===== src/rtl/tdoa_sad_estimator.sv =====
// -----------------------------------------------------------------------------
// tdoa_sad_estimator
//
// Two-microphone time-difference-of-arrival estimator. One frame of DEPTH
// left/right sample pairs is captured through a valid/ready handshake. The
// block then sweeps lags -MAX_LAG..+MAX_LAG and forms, for each lag, the sum of
// absolute differences between a sliding left window and a fixed right window,
// one term per clock. The lag with the smallest SAD is reported together with
// its SAD and a one-hot LED sector. Frames do not overlap: while busy the
// input is back-pressured.
//
// Ports
//   clk           clock
//   reset         asynchronous, active-high reset
//   in_valid      upstream has a sample pair
//   in_ready      block accepts a pair this cycle (FILL state)
//   left_in       left sample, two's-complement
//   right_in      right sample, two's-complement
//   busy          high while computing or reporting
//   result_valid  one-cycle pulse marking a new result
//   result_lag    signed best lag (positive: left lags right)
//   result_sad    SAD at the best lag
//   led_pattern   one-hot sector of the best lag
// -----------------------------------------------------------------------------
module tdoa_sad_estimator #(
  parameter  int DATA_WIDTH = 16,
  parameter  int WINDOW     = 32,
  parameter  int MAX_LAG    = 16,
  parameter  int NUM_LEDS   = 8,
  localparam int SAD_W      = DATA_WIDTH + $clog2(WINDOW),
  localparam int LAG_W      = $clog2(MAX_LAG + 1) + 1
) (
  input  logic                  clk,
  input  logic                  reset,
  input  logic                  in_valid,
  output logic                  in_ready,
  input  logic [DATA_WIDTH-1:0] left_in,
  input  logic [DATA_WIDTH-1:0] right_in,
  output logic                  busy,
  output logic                  result_valid,
  output logic [LAG_W-1:0]      result_lag,
  output logic [SAD_W-1:0]      result_sad,
  output logic [NUM_LEDS-1:0]   led_pattern
);

  localparam int N_LAGS = 2 * MAX_LAG + 1;
  localparam int DEPTH  = WINDOW + 2 * MAX_LAG;
  localparam int ADDR_W = $clog2(DEPTH);
  localparam int K_W    = $clog2(N_LAGS);
  localparam int J_W    = $clog2(WINDOW);

  typedef enum logic [1:0] {FILL, COMPUTE, REPORT} state_t;

  state_t state, state_next;

  // ---------------------------------------------------------------------------
  // Control FSM
  // ---------------------------------------------------------------------------
  logic              accept;
  logic              fill_last;
  logic [ADDR_W-1:0] fill_cnt;
  logic              done;

  assign accept    = in_valid && in_ready;
  assign fill_last = (fill_cnt == ADDR_W'(DEPTH - 1));

  // NOTE: state registers use non-blocking assignments so every flop samples
  // the pre-edge values of its neighbours, matching real hardware.
  always_ff @(posedge clk or posedge reset) begin
    if (reset) state <= FILL;
    else       state <= state_next;
  end

  // NOTE: every output of this block gets a default first, so no path leaves
  // a variable unassigned and no latch is inferred.
  always_comb begin
    state_next = state;
    in_ready   = 1'b0;
    busy       = 1'b0;
    unique case (state)
      FILL: begin
        in_ready = 1'b1;
        if (accept && fill_last) state_next = COMPUTE;
      end
      COMPUTE: begin
        busy = 1'b1;
        if (done) state_next = REPORT;
      end
      REPORT: begin
        busy       = 1'b1;
        state_next = FILL;
      end
      default: state_next = FILL;
    endcase
  end

  // ---------------------------------------------------------------------------
  // Frame buffers
  // ---------------------------------------------------------------------------
  logic [DATA_WIDTH-1:0] left_buf  [DEPTH];
  logic [DATA_WIDTH-1:0] right_buf [DEPTH];

  always_ff @(posedge clk or posedge reset) begin
    if (reset)       fill_cnt <= '0;
    else if (accept) fill_cnt <= fill_last ? '0 : fill_cnt + ADDR_W'(1);
  end

  // NOTE: the sample buffers carry no reset; every entry is rewritten before
  // it is read, so resetting them would only cost reset routing.
  always_ff @(posedge clk) begin
    if (accept) begin
      left_buf[fill_cnt]  <= left_in;
      right_buf[fill_cnt] <= right_in;
    end
  end

  // ---------------------------------------------------------------------------
  // Term issue: k walks the lags, j walks the window, one term per cycle.
  // ---------------------------------------------------------------------------
  logic [K_W-1:0] k_cnt;
  logic [J_W-1:0] j_cnt;
  logic           issue_done;
  logic           issue;

  assign issue = (state == COMPUTE) && !issue_done;

  always_ff @(posedge clk or posedge reset) begin
    if (reset) begin
      k_cnt      <= '0;
      j_cnt      <= '0;
      issue_done <= 1'b0;
    end else if (state != COMPUTE) begin
      k_cnt      <= '0;
      j_cnt      <= '0;
      issue_done <= 1'b0;
    end else if (!issue_done) begin
      if (j_cnt == J_W'(WINDOW - 1)) begin
        j_cnt <= '0;
        if (k_cnt == K_W'(N_LAGS - 1)) issue_done <= 1'b1;
        else                           k_cnt      <= k_cnt + K_W'(1);
      end else begin
        j_cnt <= j_cnt + J_W'(1);
      end
    end
  end

  // ---------------------------------------------------------------------------
  // Pipeline: stage 1 read + subtract, stage 2 magnitude, stage 3 accumulate.
  // ---------------------------------------------------------------------------
  logic [ADDR_W-1:0]   addr_l, addr_r;
  logic [DATA_WIDTH:0] diff_next;
  logic [DATA_WIDTH:0] abs_full;

  logic                  s1_valid, s1_last_term, s1_last_lag;
  logic [K_W-1:0]        s1_k;
  logic [DATA_WIDTH:0]   s1_diff;
  logic                  s2_valid, s2_last_term, s2_last_lag;
  logic [K_W-1:0]        s2_k;
  logic [DATA_WIDTH-1:0] s2_abs;

  logic [SAD_W-1:0] acc, sad_sum, best_sad;
  logic [K_W-1:0]   best_k;

  always_comb begin
    addr_l = ADDR_W'(k_cnt) + ADDR_W'(j_cnt);
    addr_r = ADDR_W'(MAX_LAG) + ADDR_W'(j_cnt);
    // Sign-extend by one bit so the difference of two extremes cannot wrap.
    diff_next = {left_buf[addr_l][DATA_WIDTH-1], left_buf[addr_l]}
              - {right_buf[addr_r][DATA_WIDTH-1], right_buf[addr_r]};
    abs_full  = s1_diff[DATA_WIDTH] ? (~s1_diff + 1'b1) : s1_diff;
    sad_sum   = acc + SAD_W'(s2_abs);
  end

  always_ff @(posedge clk or posedge reset) begin
    if (reset) begin
      s1_valid     <= 1'b0;
      s1_last_term <= 1'b0;
      s1_last_lag  <= 1'b0;
      s1_k         <= '0;
      s1_diff      <= '0;
      s2_valid     <= 1'b0;
      s2_last_term <= 1'b0;
      s2_last_lag  <= 1'b0;
      s2_k         <= '0;
      s2_abs       <= '0;
      acc          <= '0;
      best_sad     <= '0;
      best_k       <= '0;
      done         <= 1'b0;
    end else begin
      s1_valid     <= issue;
      s1_last_term <= (j_cnt == J_W'(WINDOW - 1));
      s1_last_lag  <= (k_cnt == K_W'(N_LAGS - 1));
      s1_k         <= k_cnt;
      s1_diff      <= diff_next;

      s2_valid     <= s1_valid;
      s2_last_term <= s1_last_term;
      s2_last_lag  <= s1_last_lag;
      s2_k         <= s1_k;
      // Magnitude of a DATA_WIDTH+1 difference always fits DATA_WIDTH bits.
      s2_abs       <= abs_full[DATA_WIDTH-1:0];

      done <= s2_valid && s2_last_term && s2_last_lag;

      if (s2_valid) begin
        if (s2_last_term) begin
          acc <= '0;
          // Strict less-than keeps the earliest (most negative) lag on ties;
          // the first lag seeds the running best unconditionally.
          if ((s2_k == '0) || (sad_sum < best_sad)) begin
            best_sad <= sad_sum;
            best_k   <= s2_k;
          end
        end else begin
          acc <= sad_sum;
        end
      end
    end
  end

  // ---------------------------------------------------------------------------
  // Result registers, loaded on the edge that enters REPORT.
  // ---------------------------------------------------------------------------
  logic [LAG_W-1:0]    lag_next;
  logic [NUM_LEDS-1:0] led_next;

  always_comb begin
    lag_next = LAG_W'(best_k) - LAG_W'(MAX_LAG);
    led_next = NUM_LEDS'(1) << ((int'(best_k) * NUM_LEDS) / N_LAGS);
  end

  always_ff @(posedge clk or posedge reset) begin
    if (reset) begin
      result_valid <= 1'b0;
      result_lag   <= '0;
      result_sad   <= '0;
      led_pattern  <= '0;
    end else if ((state == COMPUTE) && done) begin
      result_valid <= 1'b1;
      result_lag   <= lag_next;
      result_sad   <= best_sad;
      led_pattern  <= led_next;
    end else begin
      result_valid <= 1'b0;
    end
  end

endmodule


===== config.mk =====
export PLATFORM = sky130hd
export DESIGN_NAME = tdoa_sad_estimator
export DESIGN_NICKNAME = d
export VERILOG_FILES = /design/src/rtl/tdoa_sad_estimator.sv
export SDC_FILE = /design/constraint.sdc
export NUM_CORES = 2
export LEC_CHECK = 0
export CORE_MARGIN = 10
export CORE_UTILIZATION = 30
export CTS_CLUSTER_SIZE = 16
export DETAILED_ROUTE_END_ITERATION = 8
export GPL_ROUTABILITY_DRIVEN = 0
export HOLD_SLACK_MARGIN = 0.08
export PLACE_DENSITY = 0.41
export SYNTH_ARGS = -nofsm -noshare
export SYNTH_HDL_FRONTEND = slang
export SYNTH_SLANG_ARGS = --single-unit

===== constraint.sdc =====
create_clock -name clk -period 18.5 [get_ports clk]
set_input_delay 5.55 -clock clk [delete_from_list [all_inputs] [get_ports clk]]
set_output_delay 5.55 -clock clk [all_outputs]
set_load 0.005 [all_outputs]

==> run metrics <==
hold_sp s1_valid$_DFF_PP0_; Syn Area/Cell 21.45 µm²; status completed; data arrival time of the critical path 8.81 ns; Fin. Hold Viols 0; Commonest cells post-synth 1,536 x edfxtp_1, 496 x mux4_2, 156 x dfrtp_1; DR vias/cell 4.898; Post-CTS Hold Fix Bufs 0; I/O pins 73; sw frac 0.2505; CTS Buffer Depth 3; sequential power share 0.479; Pwr per Cell Area 117.7 nW/µm²; register bit count reported by yosys 1,692; DRT antenna net count 0; max-cap violations 0; Clock Latency Late Sink 0.83 ns; global-route wire length before repair 259,300 µm; die area 243,000 µm²; number of global-route vias before repair 33,400; Setup crit start in_valid; RSZ-0062 raised after global routing no; clock tree sinks 1,692; Hold/Removal Path Class reg -> reg; H-tree Lvls 4; final WL 182,100 µm; CTS tree done; share of flip-flops with an asynchronous set or reset 0.09220; final hold slack 0.3497 ns; Clk pwr share 0.399; Rows 173; Syn Nets 3,239; Detailed Route Iter0 Violations 2,787; Distinct cells, synth 77; routed vias 31,720; actual slew at the worst max-slew pin 1.261 ns; largest net degree at the start of global routing 103; drt pass-1 iters 6; synthesis-to-finish area growth 16.28%; Post-Syn Instances 3,129; grt ovf 0; Synth top area share 0.6873; Avg WL per Cell 28.13 µm; Worst Path Max Fanout 32; fin nets 3,452; Cell Area, Synth 67,110 µm²; number of flops mapped to enable cells by yosys 1,536; Post-CTS Setup Inserts 0; count leader, synth edfxtp_1; final core occ 0.3510; I/O Buffers 72; layout cells sized above 1 0.2847; Clock transition at path regs 0.06 ns; Die H 493.0 µm; Critical Path RT 18.93 ns; Final Critical Period 8.382 ns; core area 222,300 µm²; maximum VDD drop 0.00007800 V; # setup viols final 0; setup TNS 0 ns; WS Path Type in -> reg; Pleak 24.47 nW; Initial Utilization 0.3019; Pint 0.006882 W; initial antenna violation count 15; clk_skew 0.05630 ns; chip width 493.0 µm; Startpoint Class primary input; Synth warnings 0; total track usage 0.1478; largest cells by area after synthesis edfxtp_1 69%, mux4_2 17%, dfrtp_1 5.8%; CTS Root Cell clkbuf_16; switching pwr 0.002300 W; RR Startpoint j_cnt[0]$_DFFE_PP0P_; crit share post-route 0.4531; drt drc 0; dominant synthesized flop cell edfxtp_1; hpwl dp 113,200 µm; Relative slew margins 0.1595; Critical Path Sink Type register; Comb power frac 0.122; CTS buffer count 187; max-slew violations 0; Yosys top cell by area edfxtp_1; FMAX 119.3 MHz; post-synthesis sequential area ratio 0.7455; Post-CTS Resized 0
## sequential cells by signal, indices dropped and copies added (netlist names), 6 cells and up
| signal | count |
|---|---|
| fill_cnt | 6 |
| right_buf | 512 |
| led_pattern | 8 |
| k_cnt | 6 |
| result_lag | 6 |
| acc | 21 |
| best_sad | 21 |
| left_buf | 1024 |
| s1_k | 6 |
| s2_k | 6 |
| best_k | 6 |
| s2_abs | 16 |
| s1_diff | 17 |
| result_sad | 21 |
## layout by cell type (no fill, tap or decap), types with 13 or more instances in the layout
| cell | Yosys | final |
|---|---|---|
| edfxtp_1 | 1536 | 1536 |
| mux4_2 | 496 | 496 |
| clkbuf_16 | 0 | 188 |
| dfrtp_1 | 156 | 152 |
| nand2_1 | 93 | 92 |
| buf_4 | 0 | 91 |
| nor2_1 | 106 | 74 |
| ha_1 | 72 | 71 |
| o21ai_0 | 65 | 65 |
| inv_1 | 57 | 56 |
| clkdlybuf4s50_1 | 0 | 45 |
| clkinv_1 | 1 | 41 |
| xnor2_1 | 44 | 40 |
| clkinv_2 | 0 | 37 |
| mux2_2 | 35 | 35 |
| a21oi_1 | 34 | 34 |
| clkbuf_1 | 101 | 34 |
| nor2_4 | 0 | 32 |
| buf_2 | 4 | 23 |
| nand3_1 | 20 | 20 |
| nor3_1 | 18 | 18 |
| mux2i_1 | 18 | 18 |
| nor2b_1 | 15 | 15 |
| a22o_1 | 15 | 15 |
| bufinv_16 | 0 | 15 |
| xor2_1 | 14 | 14 |
| a31oi_1 | 13 | 13 |
| and3_1 | 13 | 13 |
## final cells by class
cell class              count  area (µm²)
clock inverters           119        1157
diodes                      1       2.502
inverters                  59       226.5
multi-input cells        1237       16620
fillers                 20600      144300
clock buffers             227        4901
well taps                2975        3722
repair buffers            165        1369
flip-flops and latches   1692       50040
## power groups by stage
stage / clock (W) / combinational (W) / sequential (W)
final: 0.00366 / 0.00112 / 0.00440
after global routing: 0.00392 / 0.00122 / 0.00441
after floorplan: 0 / 0.000708 / 0.00444
after global placement: 0 / 0.00114 / 0.00447
after detailed placement: 0 / 0.00116 / 0.00448
after CTS: 0.00377 / 0.00116 / 0.00440
## routing by layer
layer	GRT usage	vias up	wire [µm]
li1	-	13480	-
met1	0.1953	17260	78150
met2	0.2546	782	92350
met3	0.02761	203	8412
met4	0.03036	0	3229
met5	0	-	0
## cells by family after synthesis
group,Yosys count,synth area share
flops,1692,0.7455
compound gates,224,0.02284
simple gates,331,0.02342
mux,549,0.1750
buf+inv,200,0.01137
fa+ha+maj,75,0.01432
xor+xnor,58,0.007570
## worst max-delay path, stage by stage
cell and delay [ns]:
clkdlybuf4s50_1 0.64, nand2_1 0.20, nor2_1 0.28, nand3_1 0.88, nor2_4 1.19
## final timing paths
check | end | slack [ns] | cells past startpoint
worst max-delay path | right_buf[46][7]$_DFFE_PP_ | 10.12 | 5
worst min-delay path | s2_valid$_DFF_PP0_ | 0.35 | 0
worst max register to register | s1_diff[15]$_DFF_PP0_ | 11.17 | 18
worst min register to register | s2_valid$_DFF_PP0_ | 0.35 | 0
max in group asynchronous | j_cnt[0]$_DFFE_PP0P_ | 11.79 | 3
min in group asynchronous | result_sad[10]$_DFFE_PP0P_ | 5.33 | 2
## metrics by stage
stage          area (µm²)  total power, W  setup slack [ns]  std cells
6_report            78030        0.009182             10.12       6475
5_1_grt             78030        0.009557             10.02       6475
4_1_cts             78030        0.009326             10.13       6474
3_5_place_dp        71970        0.005637             9.238       6128
3_3_place_gp        71970        0.005615             9.315       6128
2_1_floorplan       67110        0.005149             8.744       3129
(Power assumes the default switching activity.)
